--- src/rtl/byte_queue_pkg.sv ---
`default_nettype none
// ============================================================================
// Module      : byte_queue_pkg
// Description : Shared types and constants for the byte queue that sits
//               behind the serial-to-byte deserializer.
// Revision    : 1.0 - initial release
// ============================================================================
package byte_queue_pkg;

   // Width of one deserialized byte
   localparam int BYTE_W = 8;

   // Write-side handshake states
   typedef enum logic [1:0] {
      IDLE     = 2'd0,
      ACK      = 2'd1,
      WAIT_LOW = 2'd2
   } wq_state_t;

endpackage
`default_nettype wire

--- src/rtl/byte_queue_mem.sv ---
`default_nettype none
// ============================================================================
// Module      : byte_queue_mem
// Description : DEPTH x WIDTH register array, synchronous write port and
//               combinational read port. Contents are not reset.
// Revision    : 1.0 - initial release
// ============================================================================
module byte_queue_mem
   import byte_queue_pkg::*;
#(
   parameter int DEPTH = 8,
   parameter int WIDTH = BYTE_W
) (
   input  logic                     clock_100KHz,
   input  logic                     we,
   input  logic [$clog2(DEPTH)-1:0] waddr,
   input  logic [WIDTH-1:0]         wdata,
   input  logic [$clog2(DEPTH)-1:0] raddr,
   output logic [WIDTH-1:0]         rdata
);

   logic [WIDTH-1:0] r_mem [DEPTH];

   // Store the incoming byte on a write strobe
   always_ff @(posedge clock_100KHz) begin
      if (we) begin
         r_mem[waddr] <= wdata;
      end
   end

   assign rdata = r_mem[raddr];

endmodule
`default_nettype wire

--- src/rtl/byte_queue.sv ---
`default_nettype none
// ============================================================================
// Module      : byte_queue
// Description : Byte FIFO fed by the deserializer through a data_ready/ack
//               handshake and drained by dequeue requests. Ack is withheld
//               while the queue is full.
// Revision    : 1.0 - initial release
// ============================================================================
module byte_queue
   import byte_queue_pkg::*;
#(
   parameter int DEPTH = 8,
   parameter int WIDTH = BYTE_W
) (
   input  logic                         clock_100KHz,
   input  logic                         reset,
   input  logic [WIDTH-1:0]             data_in,
   input  logic                         data_ready,
   output logic                         ack_out,
   input  logic                         dequeue_in,
   output logic [WIDTH-1:0]             data_out,
   output logic                         valid_out,
   output logic [$clog2(DEPTH+1)-1:0]   len_out,
   output logic                         full,
   output logic                         empty
);

   localparam int                 c_PTR_W    = $clog2(DEPTH);
   localparam int                 c_LEN_W    = $clog2(DEPTH + 1);
   localparam logic [c_LEN_W-1:0] c_FULL_LEN = c_LEN_W'(DEPTH);
   localparam logic [c_LEN_W-1:0] c_LEN_ONE  = c_LEN_W'(1);
   localparam logic [c_PTR_W-1:0] c_PTR_ONE  = c_PTR_W'(1);

   wq_state_t          r_state;
   wq_state_t          w_state_next;
   logic               w_we;
   logic               w_ack_next;
   logic               w_rd;
   logic               r_ack;
   logic               r_valid;
   logic [WIDTH-1:0]   r_data_out;
   logic [WIDTH-1:0]   w_rdata;
   logic [c_PTR_W-1:0] r_wr_ptr;
   logic [c_PTR_W-1:0] r_rd_ptr;
   logic [c_LEN_W-1:0] r_len;
   logic [c_LEN_W-1:0] w_len_next;
   logic               r_full;
   logic               r_empty;

   // Storage array
   byte_queue_mem #(
      .DEPTH (DEPTH),
      .WIDTH (WIDTH)
   ) u_mem (
      .clock_100KHz (clock_100KHz),
      .we           (w_we),
      .waddr        (r_wr_ptr),
      .wdata        (data_in),
      .raddr        (r_rd_ptr),
      .rdata        (w_rdata)
   );

   // Handshake state register
   always_ff @(posedge clock_100KHz or posedge reset) begin
      if (reset) begin
         r_state <= IDLE;
      end else begin
         r_state <= w_state_next;
      end
   end

   // Handshake next-state: capture once per data_ready assertion, then wait
   // for the deserializer to drop data_ready before accepting another byte
   always_comb begin
      w_state_next = r_state;
      w_we         = 1'b0;
      w_ack_next   = 1'b0;
      case (r_state)
         IDLE: begin
            if (data_ready && !r_full) begin
               w_we         = 1'b1;
               w_ack_next   = 1'b1;
               w_state_next = ACK;
            end
         end
         ACK: begin
            w_state_next = WAIT_LOW;
         end
         WAIT_LOW: begin
            if (!data_ready) begin
               w_state_next = IDLE;
            end
         end
         default: begin
            w_state_next = IDLE;
         end
      endcase
   end

   // A dequeue only takes effect when something is stored (empty is pre-edge)
   assign w_rd = dequeue_in && !r_empty;

   // Occupancy after this edge; a write and a dequeue together cancel out
   always_comb begin
      w_len_next = r_len;
      if (w_we && !w_rd) begin
         w_len_next = r_len + c_LEN_ONE;
      end else if (!w_we && w_rd) begin
         w_len_next = r_len - c_LEN_ONE;
      end
   end

   // Pointers, occupancy and registered full/empty flags
   always_ff @(posedge clock_100KHz or posedge reset) begin
      if (reset) begin
         r_wr_ptr <= '0;
         r_rd_ptr <= '0;
         r_len    <= '0;
         r_full   <= 1'b0;
         r_empty  <= 1'b1;
      end else begin
         if (w_we) begin
            r_wr_ptr <= r_wr_ptr + c_PTR_ONE;
         end
         if (w_rd) begin
            r_rd_ptr <= r_rd_ptr + c_PTR_ONE;
         end
         r_len   <= w_len_next;
         r_full  <= (w_len_next == c_FULL_LEN);
         r_empty <= (w_len_next == '0);
      end
   end

   // Output registers: ack pulse, dequeued byte and its valid pulse
   always_ff @(posedge clock_100KHz or posedge reset) begin
      if (reset) begin
         r_ack      <= 1'b0;
         r_valid    <= 1'b0;
         r_data_out <= '0;
      end else begin
         r_ack   <= w_ack_next;
         r_valid <= w_rd;
         if (w_rd) begin
            r_data_out <= w_rdata;
         end
      end
   end

   assign ack_out   = r_ack;
   assign valid_out = r_valid;
   assign data_out  = r_data_out;
   assign len_out   = r_len;
   assign full      = r_full;
   assign empty     = r_empty;

endmodule
`default_nettype wire
--- config.mk ---
export PLATFORM = sky130hd
export DESIGN_NAME = byte_queue
export DESIGN_NICKNAME = d
export VERILOG_FILES = /design/src/rtl/byte_queue_pkg.sv /design/src/rtl/byte_queue_mem.sv /design/src/rtl/byte_queue.sv
export SDC_FILE = /design/constraint.sdc
export NUM_CORES = 1
export LEC_CHECK = 0
export ABC_AREA = 1
export CAP_MARGIN = 0
export CORE_MARGIN = 3
export CORE_UTILIZATION = 45
export CTS_CLUSTER_SIZE = 30
export DETAILED_ROUTE_END_ITERATION = 16
export GPL_ROUTABILITY_DRIVEN = 0
export HOLD_SLACK_MARGIN = 0.05
export PLACE_DENSITY = 0.66
export RECOVER_POWER = 100
export SLEW_MARGIN = 25
export SYNTH_ARGS = -nofsm -noshare
export SYNTH_HDL_FRONTEND = slang
export SYNTH_SLANG_ARGS = --single-unit
--- constraint.sdc ---
create_clock -name clock_100KHz -period 2.29 [get_ports clock_100KHz]
set_clock_uncertainty 0.2 [all_clocks]
set_input_delay 0.5725 -clock clock_100KHz [delete_from_list [all_inputs] [get_ports clock_100KHz]]
set_output_delay 0.5725 -clock clock_100KHz [all_outputs]
set_load 0.05 [all_outputs]
==> results of run 1 <==
-- metrics by stage --
stage | hold WS [ns] | TNS (ns)
floorplan | 0.292 | 0
global placement | 0.262 | -1.64
detailed placement | 0.271 | -2.00
CTS | 0.287 | 0
global route | 0.321 | 0
finish | 0.279 | 0
-- critical path, cell delays in order --
cell	delay, ns
sky130_fd_sc_hd__dlygate4sd3_1	0.52
sky130_fd_sc_hd__inv_1	0.07
sky130_fd_sc_hd__nor2_4	0.08
sky130_fd_sc_hd__nand2_1	0.11
sky130_fd_sc_hd__or2_1	0.30
sky130_fd_sc_hd__nor2_1	0.14
sky130_fd_sc_hd__clkbuf_1	0.22
-- layout make-up --
class                           instances  area (um^2)
Tap cell                              102          128
Multi-Input combinational cell        187          920
Fill cell                             688         3580
Clock inverter                          7          101
Clock buffer                            9          124
Sequential cell                        88         2520
Inverter                               18         67.6
Timing Repair Buffer                   47          325
-- worst paths after layout --
path,startpoint,to,slack [ns],cells past startpoint
setup reg to reg,r_state[1],u_mem.r_mem[4][1],0.44,5
max in group asynchronous,reset,empty,1.11,3
setup / recovery,data_ready,u_mem.r_mem[4][1],0.14,7
hold reg to reg,data_out[4],data_out[4],0.28,2
min in group asynchronous,reset,r_rd_ptr[2],0.49,3
hold / removal,data_out[4],data_out[4],0.28,2
-- cell families (layout without fill, tap and decap cells) --
kind of cell    after synthesis  in the layout  synth area share [%]
compound gates               54             54                  8.68
xor+xnor                      3              3                 0.729
fa+ha+maj                     4              4                  1.39
buf+inv                      30             81                  3.71
flops                        88             88                  70.0
simple gates                126            126                  15.5
-- power breakdown --
part / internal [uW] / total, uW / switching [uW]
logic: 585 / 2030 / 1450
clock network: 623 / 1190 / 571
registers: 2030 / 2260 / 226
-- routing by layer --
| layer | global-route usage (%) | up-vias |
|---|---|---|
| met1 | 21.8 | 1105 |
| met5 | 0 | - |
| met2 | 28.0 | 70 |
| met3 | 4.03 | 12 |
| met4 | 8.18 | 0 |
| li1 | - | 1150 |
-- state kept, by name, indices dropped and copies added (netlist names) --
name,cells
full,1
u_mem.r_mem,64
len_out,4
r_state,2
r_wr_ptr,3
r_rd_ptr,3
empty,1
data_out,8
ack_out,1
valid_out,1
-- cell usage in the layout (no fill, tap or decap), types with 2 or more instances in the layout --
cell	instances
sky130_fd_sc_hd__nand2_2	4
sky130_fd_sc_hd__nor2_4	2
sky130_fd_sc_hd__inv_1	15
sky130_fd_sc_hd__inv_6	2
sky130_fd_sc_hd__xor2_1	3
sky130_fd_sc_hd__inv_2	2
sky130_fd_sc_hd__o211ai_1	16
sky130_fd_sc_hd__dfrtp_1	23
sky130_fd_sc_hd__clkbuf_2	3
sky130_fd_sc_hd__ha_1	4
sky130_fd_sc_hd__nor2_1	60
sky130_fd_sc_hd__o21ai_1	8
sky130_fd_sc_hd__dlygate4sd3_1	11
sky130_fd_sc_hd__nand4_1	2
sky130_fd_sc_hd__clkbuf_8	9
sky130_fd_sc_hd__nand3_1	14
sky130_fd_sc_hd__dlygate4sd2_1	4
sky130_fd_sc_hd__buf_4	15
sky130_fd_sc_hd__edfxtp_1	64
sky130_fd_sc_hd__nand2_1	41
sky130_fd_sc_hd__o21ai_0	28
sky130_fd_sc_hd__clkinvlp_4	2
sky130_fd_sc_hd__bufinv_16	2
sky130_fd_sc_hd__clkbuf_1	14
==> flow_results.org, run 1 <==
** STA
- Final critical-path required period :: 2.15 ns
- Setup repair after global routing left no endpoint under its margin.
- Of the available clock period, the critical path in the final layout requires 93.9%.
- Smallest setup slack after layout :: 0.140 ns
- For this run, the top clock speed supported by timing is 465 MHz.
- Transition time at the pin with the least slew margin :: 0.642 ns
- Count of pins over their slew limit :: 0
- The final-report hold violation count came to 0.
- Slew margin rel. :: 57.2%
- Setup violations remaining at the end of the flow were counted as 0.

** Routing
- For this run, the detailed router's first-pass iteration total came to 6.
- Via density per instance :: 5.10
- Met3 wire length :: 411 um
- After detailed routing, the wire length on met1 is 3.00 mm.
- The routed layout has 2,337 vias.
- Final routed DRC violation total :: 0
- Routed wirelength normalized by instance count :: 15.5 um
- The highest metal layer carrying signal wires in the routed design is met4.
- For this block, the initial DRC count from the detailed router was 136.
- Residual antenna-violating net count after detailed routing :: 0
- Summed over all nets, wire length on met2 after detailed routing comes to 3.52 mm.
- The routed design has 7.09 mm of wire.

** Place
- Port buffering added 27 buffers.
- The number of placed instances, taps included, is 442.
- Pre-CTS setup slack :: -0.0672 ns
- Detailed placement finished with a half-perimeter wire length of 4.88 mm.
- Once placement finished, the instance area stood at 4060 um^2.

** Floorplanning
- 28 I/O pins were placed.
- The initialized floorplan defines 32 standard-cell rows.
- Starting utilization of the core area :: 46.4%
- Total Die Area :: 9120 um^2
- Core area :: 7770 um^2
- Horiz. Die Dim :: 95.5 um
- The floorplan step set the die height to 95.5 um.

** Logic synthesis
- Number of distinct library cell variants in the gate-level netlist after synthesis :: 28
- Post-synth top flop :: sky130_fd_sc_hd__edfxtp_1
- EDFF count, synth :: 64
- Seq cells post-synth :: 88
- FFs w/ async S/R, synth :: 27.3%
- The synthesized design spends more area on one cell type than any other, namely sky130_fd_sc_hd__edfxtp_1.
- Count leader, synth :: sky130_fd_sc_hd__edfxtp_1
- In the post-synthesis netlist, the biggest area contributors are sky130_fd_sc_hd__edfxtp_1 (53%), sky130_fd_sc_hd__dfrtp_1 (16%), sky130_fd_sc_hd__nor2_1 (6.1%).
- Counting every instance in the synthesized netlist gives 305.
- Ranking of synthesized cells by instance count :: sky130_fd_sc_hd__edfxtp_1 (64), sky130_fd_sc_hd__nor2_1 (59), sky130_fd_sc_hd__nand2_1 (37)
- Each instance of the synthesized netlist takes up on average 11.8 um^2.
- Synth warn :: 0
- Share of the yosys chip area belonging to registers :: 70.0%
- Synthesized net count :: 321
- Share of Yosys cell area claimed by the top area cell type :: 53.3%
- After synthesis the cells add up to 3600 um^2.

** Clock network
- The clock tree synthesis step divided the H-tree into 3 levels.
- Quantity of gates resized following cts :: 4
- Hold buffers post-CTS :: 0
- CTS tree :: built
- The root buffer cell chosen for the clock tree is sky130_fd_sc_hd__clkbuf_8.
- Clock tree synthesis inserted a total of 9 buffers.
- The longest clock path from root to sink contains 2 buffers.
- Clock-pin slew was measured on the worst setup and hold paths at 0.09 ns.
- In this run the post-CTS setup repair buffer count came out at 0.
- CTS saw 88 sinks.
- Clock latency on the worst-skew pair :: 0.37 ns

** Global routing
- After global routing the overflow that remains totals 0.
- Across every metal layer, demand over resource in global routing totals 17.3%.
- The number of antenna violations at the first check in global routing is 0.
- First-pass GRT wire length :: 11.4 mm
- Vias in the first global route :: 2,267
- Entering global routing, the biggest net connects 34 pins.

** Hold path
- In this run the worst hold path is classified as reg -> reg.

** Final layout
- Number of diodes added for antenna fixing :: 0
- Area added between synthesis and finish :: 16.2%
- Measured on the finished design, the core utilization comes to 53.9%.
- Number of nets at the end of the flow :: 367
- Once layout is complete, the cells apart from fillers number 458.
- The finished cells cover 4190 um^2.
- Layout cells sized above 1 :: 12.4%

** Critical path
- The critical path is of the in -> reg type.
- In this run the worst path has a maximum fanout of 5.
- At the worst endpoint, the arrival time is 2.01 ns.
- Required time at the endpoint of the critical path :: 2.15 ns
- Type of element capturing the critical path :: flip-flop
- STA classifies the critical path startpoint as an input port.

** Pwr
- Total power divided by cell area :: 1310 nW/um^2
- Summing internal, switching and leakage power gives 5480 uW.
- VDD IR-drop max :: 0.389 mV
- Static leakage power :: 0.00162 uW

** Flow run
- Across the run, the number of max-cap violations was 0.

** Status
- Outcome :: completed
(Power assumes the default switching activity.)
==> run 2, diff against run 1 <==
--- a/config.mk
+++ b/config.mk
@@ -6,7 +6,7 @@
 export NUM_CORES = 1
 export LEC_CHECK = 0
 export ABC_AREA = 1
-export CAP_MARGIN = 0
+export CAP_MARGIN = 25
 export CORE_MARGIN = 3
 export CORE_UTILIZATION = 45
 export CTS_CLUSTER_SIZE = 30
==> results of run 2 <==
No change in the layout: final DEF, timing and power equal those of run 1.
==> run 3, diff against run 2 <==
==> constraint.sdc (replaced) <==
create_clock -name clock_100KHz -period 2.4 [get_ports clock_100KHz]
set_clock_uncertainty 0.2 [all_clocks]
set_input_delay 0.6 -clock clock_100KHz [delete_from_list [all_inputs] [get_ports clock_100KHz]]
set_output_delay 0.6 -clock clock_100KHz [all_outputs]
set_load 0.05 [all_outputs]
==> run 3 against run 2 <==
Hold slack gained 0.0076 ns. Setup slack lost 0.064 ns. Wire length grew 0.80%. Cell count is the same. Flip-flop and latch count is the same. Die area is the same. First-iteration DRC count shrank 2.2%. Critical path type is now reg -> out. Largest cell class unchanged.
==> flow_results.org, run 3 (same netlist as run 1, synthesis figures left out) <==
** Pwr
- Total power divided by cell area :: 1230 nW/um^2
- Summed over all cells, the static leakage comes to 0.00158 uW.
- The worst-case IR drop observed on VDD is 0.372 mV.
- The design draws 5130 uW.

** Global routing
- Vias in the first global route :: 2,293
- Entering global routing, the biggest net connects 34 pins.
- Summed over all layers, the global routing overflow is 0.
- The number of antenna violations at the first check in global routing came to 0.
- The first global-routing pass estimated 11.7 mm of wire.
- Global routing consumed, over all layers together, 17.4% of the routing resources.

** Clock network
- Sinks on Clock Net :: 88
- Buffer type at the clock tree root :: sky130_fd_sc_hd__clkbuf_8
- After clock tree synthesis, the clock-pin slew on the worst setup and hold paths is 0.10 ns.
- H-tree lvl count :: 3
- In this run the deepest clock path goes through 2 buffers.
- Hold buffers post-CTS :: 0
- TritonCTS created 9 clock buffers.
- At the later pin of the worst-skew pair, clock insertion delay measures 0.36 ns.
- In this run the post-CTS setup repair buffer count came out at 0.
- TritonCTS built the clock tree.

** STA
- Final TNS setup :: 0 ns
- The worst pin sits at a relative slew slack of 12.6%.
- Final critical-path required period :: 2.32 ns
- Setup repair after global routing missed its margin :: false
- At the pin with the least slew margin, the transition time is 1.31 ns.
- Number of hold violations in the final report :: 0
- Max Clock Freq :: 430 MHz
- Count of pins over their slew limit :: 0
- Final cycle utilization of the critical path :: 96.8%
- Setup violations remaining at the end of the flow were counted as 0.

** Final layout
- Register with the highest flop count :: u_mem.r_mem
- Commonest cells after routing, fill and taps aside :: sky130_fd_sc_hd__edfxtp_1 (64), sky130_fd_sc_hd__nor2_1 (60), sky130_fd_sc_hd__nand2_1 (41), sky130_fd_sc_hd__o21ai_0 (28), sky130_fd_sc_hd__dfrtp_1 (23)
- Largest register FFs :: 64
- Number of fillers in the final layout :: 688
- The number of antenna diodes in the final layout is 0.
- Area added between synthesis and finish :: 15.4%
- Number of nets at the end of the flow :: 367
- Layout cells sized above 1 :: 9.27%
- The library cell used most frequently in the layout, excluding fill and tap cells, is sky130_fd_sc_hd__edfxtp_1.

** Routing
- Detailed Route WL :: 7.14 mm
- In this run the remaining antenna-violating nets after routing total 0.
- After detailed routing, the number of remaining DRC violations is 0.
- Detailed Route Iter0 Violations :: 133
- Pre-antenna DRT Iters :: 4
- Routed wirelength normalized by instance count :: 15.6 um
- After detailed routing, the number of vias per cell comes to 5.07.
- The final route contains 2,320 vias.

** Critical path
- Required time at the endpoint of the critical path :: 1.60 ns
- By startpoint and endpoint, the worst setup path is classified as reg -> out.
- The largest single stage delay on the critical path is 0.80 ns.
- The number of buffers and inverters on the critical path is 1.
- Along the worst path, the maximum fanout reaches 2.
- The worst setup path is captured at a primary output.
- Worst endpoint data arrival time :: 1.52 ns
- Kind of cell adding the most delay to the critical path :: buffers and inverters
- The signal on the critical path passes through clkdlybuf4s50_1.
- The slowest stage of the critical path belongs to the cell sky130_fd_sc_hd__clkdlybuf4s50_1.
- STA classifies the critical path startpoint as a flip-flop.

** Floorplanning
- Total Die Area :: 9120 um^2
- Horiz. Die Dim :: 95.5 um
- Core area :: 7770 um^2
- Top-Level Pins :: 28
- Starting utilization of the core area :: 46.4%
- Die span in y :: 95.5 um
- Row count :: 32

** Status
- Outcome :: completed

** Place
- The wire-length estimate of the detail-placed layout is 4.99 mm.
- During placement, the flow inserted port buffers numbering 27.

** Hold path
- Worst Hold Class :: reg -> reg

** Flow run
- Across the run, the number of max-cap violations was 0.
==> run 3: cell count changes in the layout (fill, tap and decap cells not counted), sizes merged <==
cell / previous run / this run
buf: 15 / 3
bufinv: 2 / 0
clkbuf: 26 / 30
clkdlybuf4s50: 0 / 10
clkinv: 2 / 1
clkinvlp: 2 / 3
dlygate4sd2: 4 / 2
inv: 19 / 21
==> run 3: layout make-up <==
| type | count | area [um^2] | share of cell area [%] |
|---|---|---|---|
| clock buffers | 9 | 124 | 2.98 |
| multi-input cells | 187 | 920 | 22.1 |
| well taps | 102 | 128 | 3.07 |
| flip-flops and latches | 88 | 2520 | 60.7 |
| repair buffers | 47 | 335 | 8.06 |
| clock inverters | 7 | 62.6 | 1.50 |
| inverters | 18 | 67.6 | 1.62 |
==> run 3: metrics by stage <==
| step | setup slack, ns | hold slack [ns] | cells | instance area, um^2 | util, % |
|---|---|---|---|---|---|
| after global placement | -0.00649 | 0.262 | 442 | 4080 | 52.5 |
| after global routing | 0.00407 | 0.316 | 458 | 4160 | 53.6 |
| after floorplan | 0.286 | 0.292 | 305 | 3600 | - |
| after detailed placement | 0.0148 | 0.269 | 442 | 4080 | 52.5 |
| after CTS | 0.0109 | 0.293 | 458 | 4260 | 54.9 |
| final | 0.0766 | 0.287 | 458 | 4160 | 53.6 |
==> run 3: path summary, 6_finish.rpt <==
check                           slack (ns)         from  depth (start not counted)          end
min in group asynchronous             0.91        reset                          3  data_out[6]
worst min register to register        0.29  data_out[3]                          2  data_out[3]
worst max register to register        0.34  r_rd_ptr[1]                          5  data_out[7]
worst min-delay path                  0.29  data_out[3]                          2  data_out[3]
max in group asynchronous             0.31        reset                          3  r_wr_ptr[2]
worst max-delay path                  0.08  data_out[1]                          1  data_out[1]
==> run 3: timing repair <==
item                       4_1_cts  5_1_grt
setup endpoints to repair        2        1
pin swaps                        0        0
gates resized for setup          2        1
==> run 3: routing by layer <==
| metal | share of wire (%) | wire length [um] | GRT usage, % | vias to the layer above |
|---|---|---|---|---|
| met5 | 0 | 0 | 0 | - |
| met4 | 2.4 | 170 | 7.46 | 0 |
| met3 | 3.7 | 266 | 4.26 | 14 |
| met2 | 48 | 3420 | 27.8 | 52 |
| met1 | 46 | 3290 | 22.6 | 1107 |
| li1 | - | - | - | 1147 |
==> run 3: where the power goes <==
| group | internal (uW) | total [uW] | switching (uW) |
|---|---|---|---|
| Clock | 398 | 971 | 573 |
| Sequential | 1940 | 2160 | 217 |
| Combinational | 617 | 2000 | 1390 |
| Total | 2950 | 5130 | 2180 |
